[src/rtl/aoi_sweep_ctrl.sv]
// Sweep controller for the 4-input AOI gate unit: drives all 16 input vectors, samples e/f/g and
// scores them against EXP_TABLE. Optional single-step mode is enabled with AOI_SWEEP_STEP_EN.
module aoi_sweep_ctrl #(
  parameter int          SETTLE_CYC = 2,
  parameter logic [47:0] EXP_TABLE  = 48'h0
) (
  input  logic       clk,
  input  logic       rst_n,
  input  logic       start,
  input  logic       abort,
`ifdef AOI_SWEEP_STEP_EN
  input  logic       step,
`endif
  input  logic       e,
  input  logic       f,
  input  logic       g,
  output logic       a,
  output logic       b,
  output logic       c,
  output logic       d,
  output logic       busy,
  output logic       done,
  output logic       pass,
  output logic [4:0] err_cnt,
  output logic       fail_seen,
  output logic [3:0] first_fail
);

  // state    | meaning
  // S_IDLE   | waiting for start, results held
  // S_DRIVE  | new vector on a..d, settle counter loaded
  // S_SETTLE | gate outputs settling
  // S_SAMPLE | e/f/g compared at the closing edge
  // S_DONE   | one-cycle done pulse, pass valid
  // S_PAUSE  | single-step wait for step (AOI_SWEEP_STEP_EN only)
  typedef enum logic [2:0] {
    S_IDLE,
    S_DRIVE,
    S_SETTLE,
    S_SAMPLE,
    S_DONE
`ifdef AOI_SWEEP_STEP_EN
    , S_PAUSE
`endif
  } state_t;

  // A settle time of zero would skip the stable window entirely, so it is raised to one.
  localparam logic [3:0] LP_SETTLE = (SETTLE_CYC < 1)  ? 4'd1  :
                                     (SETTLE_CYC > 15) ? 4'd15 : 4'(SETTLE_CYC);

  state_t     r_state;
  logic [3:0] r_idx;
  logic [3:0] r_cnt;
  logic       r_busy;
  logic       r_done;
  logic       r_pass;
  logic [4:0] r_err_cnt;
  logic       r_fail_seen;
  logic [3:0] r_first_fail;

  logic [5:0] w_base;
  logic [2:0] w_exp;
  logic       w_mismatch;
  logic [4:0] w_err_next;

  assign w_base     = {r_idx, 1'b0} + {2'b00, r_idx};
  assign w_exp      = EXP_TABLE[w_base +: 3];
  assign w_mismatch = ({e, f, g} != w_exp);
  assign w_err_next = r_err_cnt + {4'b0000, w_mismatch};

  always_ff @(posedge clk) begin
    if (!rst_n) begin
      r_state      <= S_IDLE;
      r_idx        <= 4'd0;
      r_cnt        <= 4'd0;
      r_busy       <= 1'b0;
      r_done       <= 1'b0;
      r_pass       <= 1'b0;
      r_err_cnt    <= 5'd0;
      r_fail_seen  <= 1'b0;
      r_first_fail <= 4'd0;
    end else begin
      r_done <= 1'b0;
      case (r_state)
        S_IDLE: begin
          if (start) begin
            r_state      <= S_DRIVE;
            r_idx        <= 4'd0;
            r_busy       <= 1'b1;
            r_pass       <= 1'b0;
            r_err_cnt    <= 5'd0;
            r_fail_seen  <= 1'b0;
            r_first_fail <= 4'd0;
          end
        end
        S_DRIVE: begin
          if (abort) begin
            r_state <= S_IDLE;
            r_busy  <= 1'b0;
            r_pass  <= 1'b0;
          end else begin
            r_cnt   <= LP_SETTLE;
            r_state <= S_SETTLE;
          end
        end
        S_SETTLE: begin
          if (abort) begin
            r_state <= S_IDLE;
            r_busy  <= 1'b0;
            r_pass  <= 1'b0;
          end else if (r_cnt <= 4'd1) begin
            r_state <= S_SAMPLE;
          end else begin
            r_cnt <= r_cnt - 4'd1;
          end
        end
        S_SAMPLE: begin
          // An abort here discards this vector's compare.
          if (abort) begin
            r_state <= S_IDLE;
            r_busy  <= 1'b0;
            r_pass  <= 1'b0;
          end else begin
            if (w_mismatch) begin
              r_err_cnt <= w_err_next;
              if (!r_fail_seen) begin
                r_fail_seen  <= 1'b1;
                r_first_fail <= r_idx;
              end
            end
            if (r_idx == 4'd15) begin
              r_state <= S_DONE;
              r_busy  <= 1'b0;
              r_done  <= 1'b1;
              r_pass  <= (w_err_next == 5'd0);
            end else begin
`ifdef AOI_SWEEP_STEP_EN
              r_state <= S_PAUSE;
`else
              r_idx   <= r_idx + 4'd1;
              r_state <= S_DRIVE;
`endif
            end
          end
        end
`ifdef AOI_SWEEP_STEP_EN
        S_PAUSE: begin
          if (abort) begin
            r_state <= S_IDLE;
            r_busy  <= 1'b0;
            r_pass  <= 1'b0;
          end else if (step) begin
            r_idx   <= r_idx + 4'd1;
            r_state <= S_DRIVE;
          end
        end
`endif
        S_DONE: begin
          r_state <= S_IDLE;
        end
        default: begin
          r_state <= S_IDLE;
          r_busy  <= 1'b0;
        end
      endcase
    end
  end

  assign a          = r_idx[3];
  assign b          = r_idx[2];
  assign c          = r_idx[1];
  assign d          = r_idx[0];
  assign busy       = r_busy;
  assign done       = r_done;
  assign pass       = r_pass;
  assign err_cnt    = r_err_cnt;
  assign fail_seen  = r_fail_seen;
  assign first_fail = r_first_fail;

endmodule

[config.mk]
export PLATFORM = sky130hd
export DESIGN_NAME = aoi_sweep_ctrl
export DESIGN_NICKNAME = d
export VERILOG_FILES = /design/src/rtl/aoi_sweep_ctrl.sv
export SDC_FILE = /design/constraint.sdc
export NUM_CORES = 1
export LEC_CHECK = 0
export CAP_MARGIN = 30
export CELL_PAD_IN_SITES_DETAIL_PLACEMENT = 2
export CELL_PAD_IN_SITES_GLOBAL_PLACEMENT = 2
export CORE_ASPECT_RATIO = 0.75
export CORE_UTILIZATION = 29
export DETAILED_ROUTE_END_ITERATION = 7
export PLACE_DENSITY_LB_ADDON = 0.1
export SYNTH_ARGS = -nofsm -noshare
export SYNTH_HDL_FRONTEND = slang
export SYNTH_SLANG_ARGS = --single-unit
export TNS_END_PERCENT = 100
[constraint.sdc]
create_clock -name clk -period 3.2 [get_ports clk]
set_clock_uncertainty 0.2 [all_clocks]
set_input_delay 0.96 -clock clk [delete_from_list [all_inputs] [get_ports clk]]
set_output_delay 0.96 -clock clk [all_outputs]
set_load 0.01 [all_outputs]
# ---- Yosys cells after proc, flatten, opt, wreduce, memory -nomap -nowiden
# Cells that the tools add are included.
dict set report totals {
  ff_bits 24
}
dict set report op_classes {
  addsub 4
  mux 36
  magnitude_cmp 1
  n_eq_ne 17
  n_shift 1
  bitwise_logic 3
  n_reduce_logical 14
}
# op n
set ops {}
lappend ops {{$shiftx A48 B7 Y3 const A} 1}
lappend ops {{$mux W4} 9}
lappend ops {{$pmux W4 S2} 3}
lappend ops {{$reduce_and A4 Y1} 5}
lappend ops {{$ne A2 B2 Y1 const B} 8}
lappend ops {{$mux W3} 5}
lappend ops {{$mux W5} 3}
lappend ops {{$pmux W3 S4} 1}
lappend ops {{$mux W1} 10}
lappend ops {{$pmux W5 S2} 1}
lappend ops {{$add A5 B4 Y6} 1}
lappend ops {{$eq A3 B2 Y1 const B} 2}
lappend ops {{$ne A3 B3 Y1 const B} 2}
lappend ops {{$add A5 B1 Y5} 1}
lappend ops {{$logic_not A5 Y1} 1}
lappend ops {{$reduce_and A5 Y1} 1}
lappend ops {{$add A4 B1 Y4 const B} 1}
lappend ops {{$eq A4 B4 Y1 const B} 1}
lappend ops {{$le A4 B1 Y1 const B} 1}
lappend ops {{$pmux W1 S4} 1}
lappend ops {{$reduce_bool A2 Y1} 2}
lappend ops {{$sub A4 B1 Y4 const B} 1}
lappend ops {{$eq A3 B1 Y1 const B} 1}
lappend ops {{$eq A3 B3 Y1 const B} 1}
lappend ops {{11 further kinds} 13}

# ---- Longest topological paths before layout
# Gate-level depths: netlist of the first run.
dict set report depth {
  word_depth 8
  mapped_depth 8
  depth_no_buf 8
}

# ---- Worst setup path before layout of the first run
# No wires, ideal clock.
dict set report synth_timing {
  kind {input to register}
  start {in g}
  end {reg r_pass, in the netlist pass}
  setup_ns 0.101
  t_arrival_ns 2.321
  required_ns 2.899
  cell_stages 8
  n_path_buf 0
  path_slack_ns 0.578
  cell_sequence {nor3_1 > inv_1 > ha_1 > ha_1 > nand3_1 > xor2_1 > nand3_1 > o41ai_1}
}
dict set report synth_between {
  elab_chain_len 6
}
# element line_no
set synth_rtl {}
lappend synth_rtl {{start: declaration} 16} ;# input logic g,
lappend synth_rtl {{$ne A3 B3 Y1} 68} ;# assign w_mismatch = ({e, f, g} != w_exp);
lappend synth_rtl {{$add A5 B1 Y5} 69} ;# assign w_err_next = r_err_cnt + {4'b0000, w_mismatch};
lappend synth_rtl {{$logic_not A5 Y1} 135} ;# r_pass <= (w_err_next == 5'd0);
lappend synth_rtl {{$mux W1} 131} ;# if (r_idx == 4'd15) begin
lappend synth_rtl {{$mux W1} 119} ;# if (abort) begin
lappend synth_rtl {{$pmux W1 S3} 84} ;# case (r_state)
lappend synth_rtl {{end signal: assignment} 135}
lappend synth_rtl {{end: declaration} 56} ;# logic r_pass;
# No other way between the ends. The select of a mux whose other input is x is not followed.
# A chain may end at the register's enable or synchronous reset.

# ---- Worst setup path after layout of the first run
# Ends and elaborated chain as after synthesis.

==> flow_summary_export.csv, run 1 <==
group,metric,value,unit
status,status,"completed",
clocking,cts_buffers,3,
pwr,power_frac_clock,31.3,%
synthesis,synthFlopType,"dfxtp_1",
pwr,switching_share,24.7,%
worst_setup_path,cp-start-kind,"primary input",
worst_setup_path,slowest_delay,0.40,ns
floorplanning,io_pins,24,
floorplanning,coreArea,3760,um^2
synthesis,synth.top_cell.area_share,41.2,%
timing,setup_tns,0,ns
final_layout,finalNonFillerCells,215,
final_layout,seq_area,480,um^2
timing,fmax,339,MHz
timing,worst_pin_slew,0.627,ns
final_layout,finish.utilization,40.1,%
pwr,p_leak,0.568,nW
pwr,p_int,424,uW
synthesis,syn_avg_cell_area,8.52,um^2
synthesis,synth_top_cell_by_area,"dfxtp_1",
place,place.gp.congestion,0.748,
worst_hold_path,hold_path_class,"reg -> reg",
pwr,vdd_ir_drop_max,0.190,mV
global_routing,grt_pass1_wl,5.60,mm
global_routing,grt_pass1_vias,1140,
synthesis,synthCells,137,
global_routing,track_usage,17.2,%
worst_setup_path,crit_path_end_kind,"flip-flop",
synthesis,synthesis.nets,149,
drt,via_per_inst,5.06,
worst_setup_path,path_max_fanout,4,
clocking,cts_resized,0,
clocking,hold_buffers,0,
clocking,cts_max_path_buffers,2,
worst_setup_path,cp.arrival,2.90,ns
drt,firstDrtPassIters,4,
synthesis,syn_area,1170,um^2
synthesis,synth_warnings,0,
timing,slew_viol_final,0,
clocking,post-cts-setup-buffers,0,
drt,drc,0,
clocking,htree_levels,1,
synthesis,synth_commonest_cells,"nor2_1 (25), dfxtp_1 (24), a21oi_1 (12), o21ai_0 (8)",
timing,finalCriticalPeriod,2.95,ns
synthesis,ys_ff_latch,24,
worst_setup_path,crit_chain,"clkdlybuf4s50_1 > nor3_1 > inv_1 > ha_1 > ha_1 > xor2_1 > nor3_1 > nand3_1 > o41ai_1",
pwr,power_frac_seq,55.9,%
floorplanning,die_area,4290,um^2
worst_setup_path,cpMaxStageDelayCell,"clkdlybuf4s50_1",
clocking,clockRootBuffer,"clkbuf_8",
place,portBuffers,23,
timing,whs,0.300,ns
synthesis,ys_async_sr_fraction,0,%
worst_setup_path,crit_type,"in -> reg",
pwr,power_switching,139,uW
floorplanning,start_util,31.1,%
timing,setup_viol,0,
final_layout,layout-drive-gt1-share,5.52,%
drt,wl,3.30,mm
timing,hold_viol,0,
timing,rsz0062_at_grt,"false",
timing,fin_crit_sh,92.1,%
global_routing,grt_overflow_total,0,
timing,max-slew-margin-rel,57.8,%
final_layout,nets,177,
job,drv_cap,0,
synthesis,synth_most_common_cell,"nor2_1",
synthesis,yosysSeqAreaShare,41.2,%
final_layout,fill_cells,444,
drt,drtIter0Drc,41,
place,dp_hpwl,2.56,mm
drt,wl_per_cell,15.3,um
place,placed_cells,212,
synthesis,netlist_top_cells_area,"dfxtp_1 (41%), nor2_1 (8.0%), ha_1 (5.4%), a21oi_1 (5.1%), xor2_1 (4.5%)",
final_layout,multi_input_area,649,um^2
synthesis,synth-edff-count,0,
clocking,cts_tree,"built",
final_layout,antennaDiodeCount,0,
global_routing,antenna_found_initial,0,
floorplanning,die_height,56.9,um
clocking,clk_latency,0.26,ns
clocking,numClockSinks,24,
final_layout,area_delta_synth_final,29.2,%
pwr,combPwrFrac,12.8,%
global_routing,grt_max_degree,14,
drt,ant_nets,0,
worst_setup_path,cp_data_required_time,3.16,ns
drt,vias,1088,
floorplanning,die_x,75.3,um
synthesis,synth_cell_type_count,31,
floorplanning,row_count,19,
pwr,cellPowerDensity,374,nW/um^2
clocking,path_clk_slew,0.08,ns
==> worst max-delay path, delay by kind of cell <==
family,cells,cell delay (ns)
compound gates,1,0.27
xor+xnor,1,0.15
fa+ha+maj,2,0.44
buf+inv,2,0.48
simple gates,3,0.59
==> routing by layer <==
metal	wire, um	up-vias	GRT usage (%)
li1	-	539	-
met1	1710	528	24.0
met2	1480	19	27.8
met3	89	2	3.89
met4	16	0	2.38
met5	0	-	0
==> through the flow <==
step                worst slack [ns]  instance area, um^2  power (mW)
detailed placement            0.0213                 1470       0.395
floorplan                      0.578                 1170       0.364
CTS                            0.292                 1510       0.576
global route                  0.0904                 1510       0.595
finish                         0.253                 1510       0.564
global placement               0.188                 1470       0.391
==> area by class of cell <==
type                            instances  share of cell area, %
Sequential cell                        24                   31.9
Timing Repair Buffer                   26                   16.8
Inverter                                5                   1.24
Clock buffer                            3                   2.74
Multi-Input combinational cell        105                   43.1
Tap cell                               52                   4.32
==> cell families after synthesis <==
group           share of synthesized area [%]
mux                                     0.857
xor+xnor                                 6.00
flops                                    41.2
buf+inv                                  3.22
simple gates                             23.6
compound gates                           19.8
fa+ha+maj                                5.36
==> power by group through the flow <==
stage	clock, mW	sequential [mW]	combinational (mW)
final	0.176	0.315	0.0721
after global routing	0.198	0.317	0.0807
after CTS	0.188	0.316	0.0731
after detailed placement	0	0.323	0.0726
after global placement	0	0.321	0.0698
after floorplan	0	0.320	0.0435
==> layout by cell type (no fill, tap or decap), drive strengths merged <==
master and instances:
a22oi 6, and3 4, nor2b 1, or3 1, clkbuf 3, clkdlybuf4s50 23
o21ai 8, mux2i 1, a221oi 1, buf 3, o41ai 1, xnor2 2
a31o 1, nor3 4, o32a 1, a211oi 2, and2 2, nand2 5
nand2b 4, inv 5, nand3 6, dfxtp 24, o31ai 1, nor4 1
ha 5, o311a 1, nand4 2, or3b 1, nor2 25, xor2 6
nand3b 1, a21oi 12
==> flip-flops by register name, indices dropped and copies added (netlist names) <==
signal and count:
busy 1, done 1, err_cnt 5, fail_seen 1, first_fail 4, pass 1
r_cnt 4, r_idx 4, r_state 3
==> final timing paths <==
kind	from	slack [ns]	to	cells after the start
setup / recovery	g	0.25	pass	9
hold / removal	pass	0.30	pass	2
setup reg to reg	r_state[1]	1.16	first_fail[0]	5
hold reg to reg	pass	0.30	pass	2
Note: power is estimated with default switching activity, not from simulation.
==> inputs of run 2 (changes only) <==
--- a/config.mk
+++ b/config.mk
@@ -5,13 +5,15 @@
 export SDC_FILE = /design/constraint.sdc
 export NUM_CORES = 1
 export LEC_CHECK = 0
+export ABC_CLOCK_PERIOD_IN_PS = 3200
 export CAP_MARGIN = 30
 export CELL_PAD_IN_SITES_DETAIL_PLACEMENT = 2
 export CELL_PAD_IN_SITES_GLOBAL_PLACEMENT = 2
 export CORE_ASPECT_RATIO = 0.75
-export CORE_UTILIZATION = 29
+export CORE_UTILIZATION = 24
 export DETAILED_ROUTE_END_ITERATION = 7
 export PLACE_DENSITY_LB_ADDON = 0.1
+export REMOVE_ABC_BUFFERS = 1
 export SYNTH_ARGS = -nofsm -noshare
 export SYNTH_HDL_FRONTEND = slang
 export SYNTH_SLANG_ARGS = --single-unit
==> run 2 against run 1 <==
Effect of this change:
- via count up 0.64%
- combinational power down 0.7%
- maximum frequency up 1.6%
- clock power up 2%
- global-route usage down 2.5 points
- largest cell class unchanged
- clock-buffer cell count unchanged
- design area up 0.91%
- critical path depth unchanged
- power up 0.65%
- wire length up 0.76%
- setup slack better by 0.045 ns
==> flow_summary_export.csv, run 2 (synthesis gave the netlist of run 1 again) <==
group,metric,value,unit
drt,drc,0,
timing,setup_tns,0,ns
floorplanning,start_util,25.5,%
final_layout,antennaDiodeCount,0,
final_layout,stdcell_area,1520,um^2
timing,max-slew-margin-rel,62.8,%
floorplanning,die_height,62.4,um
job,drv_cap,0,
final_layout,largest_reg_flops,5,
global_routing,grt_max_degree,14,
global_routing,grt_pass1_vias,1141,
timing,finalCriticalPeriod,2.90,ns
place,dp_hpwl,2.57,mm
worst_setup_path,slowest_delay,0.40,ns
pwr,p_leak,0.572,nW
final_layout,mostFrequentLayoutCell,"nor2_1",
timing,slew_viol_final,0,
drt,via_per_inst,4.95,
timing,setup_ws,0.298,ns
worst_setup_path,path_max_fanout,4,
status,status,"completed",
place,portBuffers,23,
clocking,numClockSinks,24,
global_routing,grt_pass1_wl,5.78,mm
clocking,htree_levels,1,
timing,fin_crit_sh,90.7,%
worst_setup_path,cp.arrival,2.87,ns
floorplanning,coreArea,4570,um^2
place,detailedPlace.worstSlack,0.00745,ns
clocking,clk_latency,0.27,ns
timing,whs,0.285,ns
worst_setup_path,r2r_slack,1.26,ns
final_layout,area_delta_synth_final,30.3,%
worst_setup_path,cp_data_required_time,3.17,ns
place,dpl-instance-area,1480,um^2
global_routing,antenna_found_initial,0,
drt,drtIter0Drc,43,
drt,firstDrtPassIters,2,
clocking,clockRootBuffer,"clkbuf_8",
worst_setup_path,crit_chain,"clkdlybuf4s50_1 > nor3_1 > inv_1 > ha_1 > ha_1 > xor2_1 > nor3_1 > nand3_1 > o41ai_1",
drt,wl_per_cell,15.0,um
global_routing,grt_overflow_total,0,
final_layout,nets,178,
floorplanning,die_area,5150,um^2
timing,fmax,345,MHz
place,place.gp.congestion,0.769,
final_layout,layout-drive-gt1-share,6.10,%
drt,ant_nets,0,
final_layout,layout_common_cells,"nor2_1 (25), dfxtp_1 (24), clkdlybuf4s50_1 (23)",
timing,hold_viol,0,
pwr,cellPowerDensity,373,nW/um^2
worst_setup_path,cpMaxStageDelayCell,"clkdlybuf4s50_1",
timing,setup_viol,0,
drt,vias,1095,
timing,rsz0062_at_grt,"false",
worst_setup_path,crit_type,"in -> reg",
pwr,p_total,567,uW
clocking,path_clk_slew,0.09,ns
floorplanning,row_count,21,
worst_setup_path,cp-start-kind,"primary input",
pwr,vdd_ir_drop_max,0.139,mV
worst_setup_path,crit_path_end_kind,"flip-flop",
clocking,cts_resized,0,
timing,worst_pin_slew,0.553,ns
floorplanning,io_pins,24,
clocking,post-cts-setup-buffers,0,
floorplanning,die_x,82.5,um
drt,wl,3.32,mm
worst_hold_path,hold_path_class,"reg -> reg",
clocking,hold_buffers,0,
clocking,cts_max_path_buffers,2,
global_routing,track_usage,14.7,%
clocking,cts_buffers,3,
clocking,cts_tree,"built",
-- run 2: cell types whose count changed in the layout (fill, tap and decap cells not counted), sizes merged --
cell,change
buf,+1
-- run 2: power by group --
part / total [mW] / internal [mW] / switching, mW / leakage, nW
Sequential: 0.316 / 0.306 / 0.00997 / 0.194
Combinational: 0.0716 / 0.0346 / 0.0370 / 0.356
Clock: 0.180 / 0.0843 / 0.0958 / 0.0216
-- run 2: path summary, 6_finish.rpt --
check | startpoint | endpoint | cells after the start
setup / recovery | g | pass | 9
hold / removal | pass | pass | 2
hold reg to reg | pass | pass | 2
setup reg to reg | r_idx[0] | r_idx[3] | 6
-- run 2: final cells by class --
| cell class | count | area, um^2 |
|---|---|---|
| clock buffers | 3 | 41.3 |
| fillers | 536 | 3050 |
| inverters | 5 | 18.8 |
| multi-input cells | 105 | 649 |
| flip-flops and latches | 24 | 480 |
| well taps | 57 | 71.3 |
| repair buffers | 27 | 260 |
-- run 2: metal layers --
layer,global-route usage [%],share of wire (%),up-vias
met3,3.65,3.2,5
li1,-,-,540
met5,0,0,-
met4,3.23,0.87,0
met2,21.7,43,17
met1,21.3,53,533
-- run 2: metrics by stage --
stage / instances / util, %
6_report: 221 / 33.3
5_1_grt: 221 / 33.3
4_1_cts: 221 / 33.3
3_5_place_dp: 218 / 32.4
3_3_place_gp: 218 / 32.4
2_1_floorplan: 134 / -
-- run 2: worst max-delay path: cells and delay by family --
| family | cells | cell delay, ns |
|---|---|---|
| buffers and inverters | 2 | 0.49 |
| and+or+nand+nor | 3 | 0.57 |
| xor gates and xnor gates | 1 | 0.16 |
| adders and majority gates | 2 | 0.46 |
| AOI/OAI and AO/OA | 1 | 0.24 |
